==> src/rtl/beam_comparator.sv <==
// Beam-position comparator: per-channel masked position compare against a shared sampled beam counter.
// Optional masked-equality output EQ is built only when BEAM_CMP_EQ_EN is defined.
module beam_comparator #(
    parameter int unsigned WIDTH    = 15,
    parameter int unsigned CHANNELS = 2
) (
    input  logic                main_clk,
    input  logic                main_rst,
    input  logic [WIDTH-1:0]    DB,
    input  logic [WIDTH-1:0]    VV,
    input  logic                C1,
    input  logic [CHANNELS-1:0] LQ,
    input  logic [CHANNELS-1:0] LM,
    input  logic [CHANNELS-1:0] EN,
    input  logic [CHANNELS-1:0] CLR,
    output logic [CHANNELS-1:0] GE,
    output logic [CHANNELS-1:0] HIT,
    output logic [CHANNELS-1:0] STK,
    output logic [CHANNELS-1:0] EQ
);

    logic [WIDTH-1:0]    q_r [CHANNELS];
    logic [WIDTH-1:0]    m_r [CHANNELS];
    logic [WIDTH-1:0]    b_r [CHANNELS];
    logic [WIDTH-1:0]    a_r;
    logic                v1_r;
    logic [CHANNELS-1:0] ge_prev;
    logic [CHANNELS-1:0] hit_c;
    logic [CHANNELS-1:0] ge_c;

    // Unsigned full-width compare: no borrow out of A - B means A >= B.
    always_comb begin
        ge_c = '0;
        for (int i = 0; i < CHANNELS; i++) begin
            logic [WIDTH:0] diff;
            diff     = {1'b0, a_r} - {1'b0, b_r[i]};
            ge_c[i]  = ~diff[WIDTH];
        end
    end

    // Armed rising edge of GE, seen one cycle after GE rises.
    assign hit_c = EN & GE & ~ge_prev;

    always_ff @(posedge main_clk) begin
        if (main_rst) begin
            a_r     <= '0;
            v1_r    <= 1'b0;
            GE      <= '0;
            ge_prev <= '0;
            HIT     <= '0;
            STK     <= '0;
            for (int i = 0; i < CHANNELS; i++) begin
                q_r[i] <= '0;
                m_r[i] <= '1;
                b_r[i] <= '0;
            end
        end else begin
            v1_r    <= C1;
            ge_prev <= GE;
            HIT     <= hit_c;
            if (C1) begin
                a_r <= VV;
            end
            for (int i = 0; i < CHANNELS; i++) begin
                // Stage 1 uses pre-load Q/M; masked-out bits take the beam bit so they always tie.
                if (C1) begin
                    b_r[i] <= (q_r[i] & m_r[i]) | (VV & ~m_r[i]);
                end
                if (LQ[i]) begin
                    q_r[i] <= DB;
                end
                if (LM[i]) begin
                    m_r[i] <= DB;
                end
                if (v1_r) begin
                    GE[i] <= ge_c[i];
                end
                if (hit_c[i]) begin
                    STK[i] <= 1'b1;
                end else if (CLR[i] || LQ[i]) begin
                    STK[i] <= 1'b0;
                end
            end
        end
    end

`ifdef BEAM_CMP_EQ_EN
    always_ff @(posedge main_clk) begin
        if (main_rst) begin
            EQ <= '0;
        end else if (v1_r) begin
            for (int i = 0; i < CHANNELS; i++) begin
                EQ[i] <= (a_r == b_r[i]);
            end
        end
    end
`else
    assign EQ = '0;
`endif

endmodule

==> config.mk <==
export PLATFORM = sky130hd
export DESIGN_NAME = beam_comparator
export DESIGN_NICKNAME = d
export VERILOG_FILES = /design/src/rtl/beam_comparator.sv
export SDC_FILE = /design/constraint.sdc
export NUM_CORES = 1
export LEC_CHECK = 0
export BUFFER_PORTS_ARGS = -buffer_cell sky130_fd_sc_hd__buf_2
export CAP_MARGIN = 20
export CORE_ASPECT_RATIO = 0.8
export CORE_MARGIN = 2
export CORE_UTILIZATION = 45
export CTS_CLUSTER_DIAMETER = 80
export CTS_CLUSTER_SIZE = 16
export DETAILED_ROUTE_END_ITERATION = 8
export PLACE_DENSITY = 0.65
export SLEW_MARGIN = 40
export SYNTH_ARGS = -nofsm -noshare
export SYNTH_HDL_FRONTEND = slang
export SYNTH_SLANG_ARGS = --single-unit
==> constraint.sdc <==
create_clock -name main_clk -period 1.3 [get_ports main_clk]
set_input_delay 0.195 -clock main_clk [delete_from_list [all_inputs] [get_ports main_clk]]
set_output_delay 0.195 -clock main_clk [all_outputs]
set_load 0.01 [all_outputs]
==> results of run 1 <==
timing repair:
| item | 4_1_cts | 5_1_grt |
|---|---|---|
| resized for setup | 6 | 19 |
| pin swaps | 4 | 8 |
| setup endpoints to repair | 2 | 2 |
cell usage after synthesis:
library cell / number / area, um2
a21oi_1: 14 / 70.07
nor2b_2: 1 / 8.760
nor2_4: 1 / 11.26
or2_2: 10 / 62.56
o21bai_1: 2 / 15.01
buf_6: 3 / 33.78
nor2_1: 54 / 202.7
mux2i_1: 45 / 450.4
nor2b_1: 2 / 12.51
ha_1: 28 / 350.3
edfxtp_1: 90 / 2703
o21bai_4: 1 / 18.77
and2_1: 15 / 93.84
conb_1: 1 / 3.750
clkbuf_1: 1 / 3.750
buf_2: 4 / 20.02
and3b_1: 2 / 17.52
dfxtp_1: 24 / 480.5
inv_1: 31 / 116.4
a22oi_1: 2 / 15.01
o21ai_0: 6 / 30.03
nand2b_1: 3 / 18.77
buf_4: 4 / 30.03
or2_1: 10 / 62.56
nand2_1: 18 / 67.56
nor4_2: 2 / 25.02
o21ai_1: 2 / 10.01
o2111ai_1: 2 / 17.52
and2b_1: 1 / 7.510
worst max path at each step:
stage / from / to / slack [ns]
floorplan: b_r[0][12]$_SDFFCE_PN0P_ / GE[0]$_SDFFE_PP0P_ / 0.08
global placement: b_r[0][10]$_SDFFCE_PN0P_ / GE[0]$_SDFFE_PP0P_ / 0.02
detailed placement: b_r[0][12]$_SDFFCE_PN0P_ / GE[0]$_SDFFE_PP0P_ / -0.02
CTS: b_r[0][27]$_SDFFCE_PN0P_ / GE[1]$_SDFFE_PP0P_ / -0.02
global route: b_r[0][27]$_SDFFCE_PN0P_ / GE[1]$_SDFFE_PP0P_ / -0.08
finish: b_r[0][27]$_SDFFCE_PN0P_ / GE[1]$_SDFFE_PP0P_ / -0.02
area by class of cell:
class                   count  area share (%)
inverters                  31           1.903
clock buffers              18           7.019
multi-input cells         223           27.58
repair buffers             55           5.484
flip-flops and latches    114           52.12
clock inverters            14           2.947
well taps                 144           2.947
per-stage QoR:
step | cells | util, %
2_1_floorplan | 380 | -
3_3_place_gp | 567 | 49.91
3_5_place_dp | 567 | 49.91
4_1_cts | 599 | 55.74
5_1_grt | 599 | 56.59
6_report | 599 | 56.59
worst min-delay path, stage by stage:
cell and delay (ns):
buf_2 0.07, nand2b_1 0.09, o21bai_1 0.05
cell families after synthesis:
family / count (synthesis) / synth area share (%)
and+or+nand+nor: 119 / 11.91
muxes: 45 / 9.084
AOI/OAI and AO/OA: 29 / 3.558
adders and majority gates: 28 / 7.065
DFF: 114 / 64.19
buffers and inverters: 43 / 4.113
other: 1 / 0.07563
layer usage:
metal	vias up	share of wire [%]
met5	-	0
met4	0	2.1
met3	19	5.1
met2	86	46
met1	1417	47
li1	1448	-
flip-flops by register name (all words and copies together), names as in the netlist:
register	count
m_r	30
v1_r	1
GE	2
a_r	15
STK	2
HIT	2
ge_prev	2
q_r	30
b_r	30
power by group:
part           switching, W  internal [W]  total (W)
clock network       0.00167       0.00304    0.00471
logic              0.000494      0.000389   0.000883
registers          0.000126       0.00426    0.00438
==> reports/metrics.yaml, run 1 <==
timing:
  clock_skew_ns: 0.009788
  tightest_slew_ns: 0.5578
  hold_viol_final: 0
  layout_setup_ws_ns: -0.02079
  min_period_over_period_pct: 101.6
  slew_viol_final: 0
  rsz0062_at_grt: "yes"
  fmax_ghz: 0.7571
  setup_viol: 1
  setup-tns-final_ns: -0.02079
  relSlewSlack_pct: 62.82
  min_period_ns: 1.321
  hold_ws_ns: 0.05441
route:
  drc: 0
  via_per_inst: 4.958
  dr.pass1.iters: 4
  antenna_left: 0
  drt_iter0_drc: 188
  wl_per_cell_um: 16.82
  vias: 2970
  wl_mm: 10.07
clock_network:
  clockBufferDepth: 2
  numCtsBuffers: 17
  clk_latency_ns: 0.40
  ctsRootBufferMaster: "clkbuf_16"
  cts_sinks: 114
  cts.hold.buffers_added: 0
  ctsHtreeMaxLevel: 4
  postCtsSetupBuffers: 0
  cts_tree: "done"
  clk_pin_slew_ns: 0.05
worst_setup_path:
  cp_slowest_cell: "edfxtp_1"
  end_kind: "register"
  worst_setup_path_start_kind: "register"
  crit_family: "compound AO/OA/AOI/OAI gates"
  crit_fanout: 2
  arrival_ns: 1.60
  critPathKind: "reg2reg"
  r2r-start: "b_r[0][27]$_SDFFCE_PN0P_"
  path_cells: "inv_2 > ha_4 > a21oi_4 > o2111ai_2 > a22oi_1 > o21ai_1"
  rr_worst_depth: 6
  crit_cells: 6
  r2r_end: "GE[1]$_SDFFE_PP0P_"
  critPathMaxStageDelay_ns: 0.37
  worst-path-buf-inv: 1
  cp.required_ns: 1.58
  r2r_slack_ns: -0.02
floorplan:
  initial_core_util_pct: 45.89
  die-area_um2: 11880
  core-area_um2: 10810
  die_h_um: 97.89
  die_x_um: 121.4
  rows: 34
  io_pins: 49
global_route:
  grt_first_pass_wirelength_mm: 15.72
  first_global_vias: 3098
  top_usage_layer: "met2"
  grt_max_degree: 31
  antenna_found_initial: 0
  grtUsageMet3_pct: 4.614
  use_met1_pct: 23.90
  grt_use_total_pct: 17.93
  grt_overflow: 0
  grtUsageMet2_pct: 28.09
outcome:
  outcome: "complete, but fails checks"
  violations: "negative setup slack"
run:
  drv_cap: 0
yosys:
  netlist_instances: 379
  yosysSeqAreaShare_pct: 64.19
  ys_ff_latch: 114
  ys_types: 29
  syn_avg_cell_area_um2: 13.08
  syn_area_um2: 4959
  ys_warn_count: 0
pwr:
  p_total_w: 0.009974
  power_density_nw_per_um2: 1631
  max-vdd-ir-drop_v: 0.001065
  leakage_nw: 2.594
layout:
  final_common_cell: "edfxtp_1"
  multi_input_area_um2: 1687
  area_growth_syn_to_layout_pct: 23.32
  fillers: 880
  antenna_cells: 0
  finalInstanceArea_um2: 6115
  fin_nets: 511
  regArea_um2: 3187
  most-common-layout-cells: "edfxtp_1, nor2_1, buf_2"
  drive_above_1_share_pct: 26.37
place:
  dp_hpwl_mm: 6.597
  dpl_worst_slack_ns: -0.01740
  port_buffers: 46
  dpl_cell_area_um2: 5393
  gp_congestion: 0.8197
worst_hold_path:
  hold_path_depth: 3
  min_from: "CLR[1]"
  hold-path-endpoint: "STK[1]$_SDFFE_PP0P_"
  hp-class: "in2reg"
Note: power is estimated with default switching activity, not from simulation.
==> inputs of run 2 (changes only) <==
Settings changed: ABC_AREA from default to 1, CTS_CLUSTER_DIAMETER 80 to 150, SETUP_SLACK_MARGIN from default to 0.2.
==> reports/metrics.yaml, run 2 <==
outcome:
  outcome: "finished clean"
route:
  vias: 3442
  drt_iter0_drc: 175
  via_per_inst: 4.794
  dr.pass1.iters: 4
  drc: 0
  antenna_left: 0
  wl_per_cell_um: 14.70
  wl_mm: 10.56
yosys:
  syn_area_um2: 4991
  ys_types: 23
  synth_edf_count: 90
  synth_top_family_by_area: "simple AND/OR/NAND/NOR gates"
  synthFlopType: "edfxtp_1"
  syn_avg_cell_area_um2: 10.29
  yosysTopAreaCellShare_pct: 54.15
  synth_area_leaders: "edfxtp_1, dfxtp_1, ha_1, nor2_1, inv_1"
  synth-xor-area-share_pct: 0
  yosys.area.top_type: "edfxtp_1"
  netlist_instances: 485
  yosysSeqAreaShare_pct: 63.78
  ys_ff_latch: 114
  synthAdderAreaFrac_pct: 7.019
  synth_common_cells: "edfxtp_1, nor2_1, inv_1"
  ys_warn_count: 0
  async_flop_share_pct: 0
  post-synth-top-count-cell: "edfxtp_1"
  synth_mux_area_share_pct: 0
  synth_compound_area_share_pct: 6.744
  synthSimpleGateAreaFrac_pct: 14.19
floorplan:
  io_pins: 49
  rows: 34
  die_h_um: 98.20
  core-area_um2: 10850
  die-area_um2: 11950
  die_x_um: 121.7
  initial_core_util_pct: 46.01
clock_network:
  cts_tree: "done"
  clk_pin_slew_ns: 0.05
  ctsHtreeMaxLevel: 4
  cts_sinks: 114
  clk_latency_ns: 0.41
  clockBufferDepth: 2
  ctsRootBufferMaster: "clkbuf_16"
  numCtsBuffers: 17
worst_setup_path:
  r2r-start: "b_r[0][4]$_SDFFCE_PN0P_"
  end_kind: "register"
  path_cells: "inv_2 > ha_4 > nand2_2 > nand2_2 > a21oi_2 > nand2_1 > nand2_1 > a21oi_2"
  arrival_ns: 1.54
  critPathKind: "reg2reg"
  worst_setup_path_start_kind: "register"
  cp-startpoint: "b_r[0][4]$_SDFFCE_PN0P_"
  worst-path-buf-inv: 1
  critPathMaxStageDelay_ns: 0.39
  cp.required_ns: 1.59
  crit_family: "flip-flops"
  cp_slowest_cell: "edfxtp_1"
  crit_fanout: 2
timing:
  rsz0062_at_grt: "yes"
  setup_viol: 0
  setup-tns-final_ns: 0
  min_period_over_period_pct: 96.28
  clock_skew_ns: 0.008964
  fmax_ghz: 0.7989
  slew_viol_final: 0
  min_period_ns: 1.252
  hold_viol_final: 0
  hold_ws_ns: 0.04724
layout:
  final_common_cell: "edfxtp_1"
  area_growth_syn_to_layout_pct: 28.93
  drive_above_1_share_pct: 27.70
  final_cells: 718
  most-common-layout-cells: "edfxtp_1, nor2_1, inv_1"
  finalInstanceArea_um2: 6435
  reg_top3: "b_r: 30 flops, m_r: 30 flops, q_r: 30 flops"
  antenna_cells: 0
  fin_nets: 630
place:
  dp_hpwl_mm: 7.192
  dpl_cell_area_um2: 5582
  gp_congestion: 0.8463
  place_inst: 683
  port_buffers: 46
worst_hold_path:
  min_from: "EN[1]"
  hp-class: "in2reg"
global_route:
  antenna_found_initial: 0
  grt_first_pass_wirelength_mm: 16.77
  grt_overflow: 0
  grt_max_degree: 31
  first_global_vias: 3449
  grt_use_total_pct: 18.77
pwr:
  leakage_nw: 2.790
  power_density_nw_per_um2: 1538
  max-vdd-ir-drop_v: 0.0009991
run:
  drv_cap: 0
[run 2: cell types whose count changed after synthesis, moves of 7 or more]
cell / before / now
nand2_1: 18 / 75
nand3_1: 0 / 14
or2_2: 10 / 0
inv_1: 31 / 85
o21ai_1: 2 / 9
mux2i_1: 45 / 0
a21oi_1: 14 / 40
and2_1: 15 / 0
nor2_1: 54 / 88
or2_1: 10 / 2
[run 2: kinds of logic after synthesis]
kind of cell               count (synthesis)
and+or+nand+nor                          181
other                                      1
buffers and inverters                    100
AOI/OAI and AO/OA                         61
DFF                                      114
adders and majority gates                 28
[run 2: layout make-up]
| cell class | instances | area (um2) |
|---|---|---|
| fill | 902 | 4413 |
| sequential | 114 | 3193 |
| multi-input combinational | 272 | 1643 |
| timing repair buffer | 68 | 506.7 |
| clock buffer | 21 | 470.5 |
| inverter | 88 | 330.3 |
| tap | 144 | 180.2 |
| clock inverter | 11 | 111.4 |
[run 2: worst paths after layout]
kind / to / slack (ns) / cells past startpoint
worst min-delay path: HIT[1]$_SDFF_PP0_ / 0.05 / 3
worst min register to register: STK[1]$_SDFFE_PP0P_ / 0.49 / 2
worst max register to register: GE[0]$_SDFFE_PP0P_ / 0.05 / 8
worst max-delay path: GE[0]$_SDFFE_PP0P_ / 0.05 / 8
[run 2: tightest hold or removal path, cell delays in order]
cell and delay, ns:
buf_2 0.07, nand2_1 0.07, nor2_1 0.08
[run 2: timing repair]
item,CTS,global route
endpoints found under the hold margin,2,0
setup buffers,1,0
hold buffers,2,0
endpoints found under the setup margin,4,4
pin swaps,4,16
gates resized for setup,10,45
[run 2: power breakdown]
part | leakage, nW | internal [W] | total [W] | switching, W
Clock | 0.282 | 0.00294 | 0.00450 | 0.00156
Sequential | 1.14 | 0.00426 | 0.00439 | 0.000137
Combinational | 1.37 | 0.000420 | 0.000999 | 0.000579
[run 2: stage by stage]
step           utilization [%]  total power (W)  worst slack (ns)
2_1_floorplan                -         0.004945            0.1142
3_3_place_gp             51.45         0.005256           0.05507
3_5_place_dp             51.45         0.005298           0.03334
4_1_cts                  57.57         0.009839           0.01772
5_1_grt                  59.32          0.01028          -0.07955
6_report                 59.32         0.009894           0.04833
[run 2: per-layer routing]
layer | global-route usage [%] | vias to the layer above | routed length, um
met1 | 24.63 | 1635 | 4856
met2 | 29.95 | 67 | 5142
met5 | 0 | - | 0
met3 | 5.315 | 14 | 421
li1 | - | 1726 | -
met4 | 6.631 | 0 | 136
==> inputs of run 3 (changes only) <==
Settings changed: PLACE_DENSITY 0.65 to 0.62.
Clock period 1.3 ns to 1.55 ns, I/O delays scaled along.
==> reports/metrics.yaml, run 3 (synthesis gave the netlist of run 2 again) <==
pwr:
  p_total_w: 0.008075
  internal-power_w: 0.006281
  power_frac_seq_pct: 45.5
  switching_share_pct: 22.21
  max-vdd-ir-drop_v: 0.0008292
  leakage_nw: 2.710
  power.clock.fraction_pct: 45.3
  power_density_nw_per_um2: 1314
  p_switching_w: 0.001794
  combPwrFrac_pct: 9.1
route:
  drc: 0
  vias: 3345
  antenna_left: 0
  wl_mm: 10.11
  dr.pass1.iters: 5
  drt_iter0_drc: 224
  via_per_inst: 4.705
  wl_per_cell_um: 14.22
global_route:
  grt_overflow: 0
  grt_use_total_pct: 18.61
  grt_first_pass_wirelength_mm: 16.31
  grt_max_degree: 28
  first_global_vias: 3303
  antenna_found_initial: 0
worst_hold_path:
  hp-class: "in2reg"
  hold-path-endpoint: "STK[1]$_SDFFE_PP0P_"
  hold_path_depth: 2
  min_from: "CLR[1]"
worst_setup_path:
  cp.required_ns: 1.84
  crit_fanout: 2
  arrival_ns: 1.55
  critPathMaxStageDelay_ns: 0.37
  end_kind: "register"
  r2r-start: "b_r[0][17]$_SDFFCE_PN0P_"
  path_cells: "inv_1 > ha_4 > a21oi_2 > nand2_2 > nand2_1 > nand2_1 > nand2_1 > a21oi_1"
  cp_slowest_cell: "edfxtp_1"
  cpMostUsedCell: "nand2_1"
  r2r_slack_ns: 0.29
  critPathKind: "reg2reg"
  rr_worst_depth: 8
  r2r_end: "GE[1]$_SDFFE_PP0P_"
  worst_setup_path_start_kind: "register"
timing:
  clock_skew_ns: 0.006325
  hold_viol_final: 0
  slew_viol_final: 0
  min_period_ns: 1.258
  fmax_ghz: 0.7947
  setup-tns-final_ns: 0
  setup_viol: 0
  rsz0062_at_grt: "no"
  min_period_over_period_pct: 81.18
clock_network:
  cts_tree: "done"
  cts_sinks: 114
  clockBufferDepth: 2
  clk_pin_slew_ns: 0.05
  ctsHtreeMaxLevel: 4
  ctsRootBufferMaster: "clkbuf_16"
  numCtsBuffers: 17
  clk_latency_ns: 0.41
  cts.hold.buffers_added: 0
layout:
  area_growth_syn_to_layout_pct: 23.14
  most-common-layout-cells: "edfxtp_1, nor2_1, inv_1"
  drive_above_1_share_pct: 20.81
  final_common_cell: "edfxtp_1"
  reg_top3: "b_r: 30 flops, m_r: 30 flops, q_r: 30 flops"
  regArea_um2: 3187
  antenna_cells: 0
  multi_input_area_um2: 1521
  fillers: 932
  fin_nets: 623
place:
  port_buffers: 46
  gp_congestion: 0.7970
  dp_hpwl_mm: 6.775
floorplan:
  io_pins: 49
  die_h_um: 98.20
  die-area_um2: 11950
  rows: 34
  core-area_um2: 10850
  die_x_um: 121.7
  initial_core_util_pct: 46.01
outcome:
  outcome: "finished clean"
run:
  drv_cap: 0
run 3: stage by stage:
stage	hold WS (ns)	cells	cell area, um2	util [%]	setup WS, ns
finish	0.03770	711	6146	56.66	0.2917
global placement	0.4479	678	5459	50.32	0.2269
floorplan	0.3113	486	4997	-	0.1649
detailed placement	0.4535	678	5459	50.32	0.1820
CTS	0.01579	710	6018	55.48	0.2234
global route	0.02019	711	6146	56.66	0.1770
run 3: worst max-delay path, delay by kind of cell (launching register included):
kind	cells	cell delay, ns
flops	1	0.37
buf+inv	1	0.10
compound gates	2	0.21
fa+ha+maj	1	0.21
simple gates	4	0.25
run 3: per-layer routing:
metal	vias to the layer above	track usage [%]	share of wire (%)
li1	1715	-	-
met5	-	0	0
met3	6	6.016	4.9
met1	1550	25.06	49
met4	0	6.985	0.73
met2	74	28.23	46
run 3: final cells by class:
| class | count | area share [%] |
|---|---|---|
| clock buffer | 24 | 7.675 |
| clock inverter | 8 | 1.425 |
| inverter | 88 | 5.375 |
| multi-input combinational | 272 | 24.76 |
| sequential | 114 | 51.85 |
| tap | 144 | 2.932 |
| timing repair buffer | 61 | 5.985 |
run 3: worst max path at each step:
stage                                   startpoint                    to  slack (ns)
after floorplan                           main_rst  m_r[0][15]$_DFFE_PP_        0.16
after global placement                    main_rst  q_r[0][14]$_DFFE_PP_        0.23
after detailed placement                  main_rst  q_r[0][29]$_DFFE_PP_        0.18
after CTS                 b_r[0][29]$_SDFFCE_PN0P_    GE[1]$_SDFFE_PP0P_        0.22
after global routing      b_r[0][14]$_SDFFCE_PN0P_    GE[0]$_SDFFE_PP0P_        0.18
final                     b_r[0][17]$_SDFFCE_PN0P_    GE[1]$_SDFFE_PP0P_        0.29
run 3: power by group through the flow:
stage               logic, W  clock network (W)  registers, W
finish              0.000738            0.00366       0.00368
global route        0.000851            0.00384       0.00370
global placement    0.000660                  0       0.00372
detailed placement  0.000676                  0       0.00373
floorplan           0.000447                  0       0.00370
CTS                 0.000684            0.00371       0.00367
run 3: what timing repair did:
action | 4_1_cts | 5_1_grt
endpoints found under the hold margin | 0 | 0
endpoints found under the setup margin | 0 | 2
buffers inserted | 0 | 1
resized for setup | 0 | 24
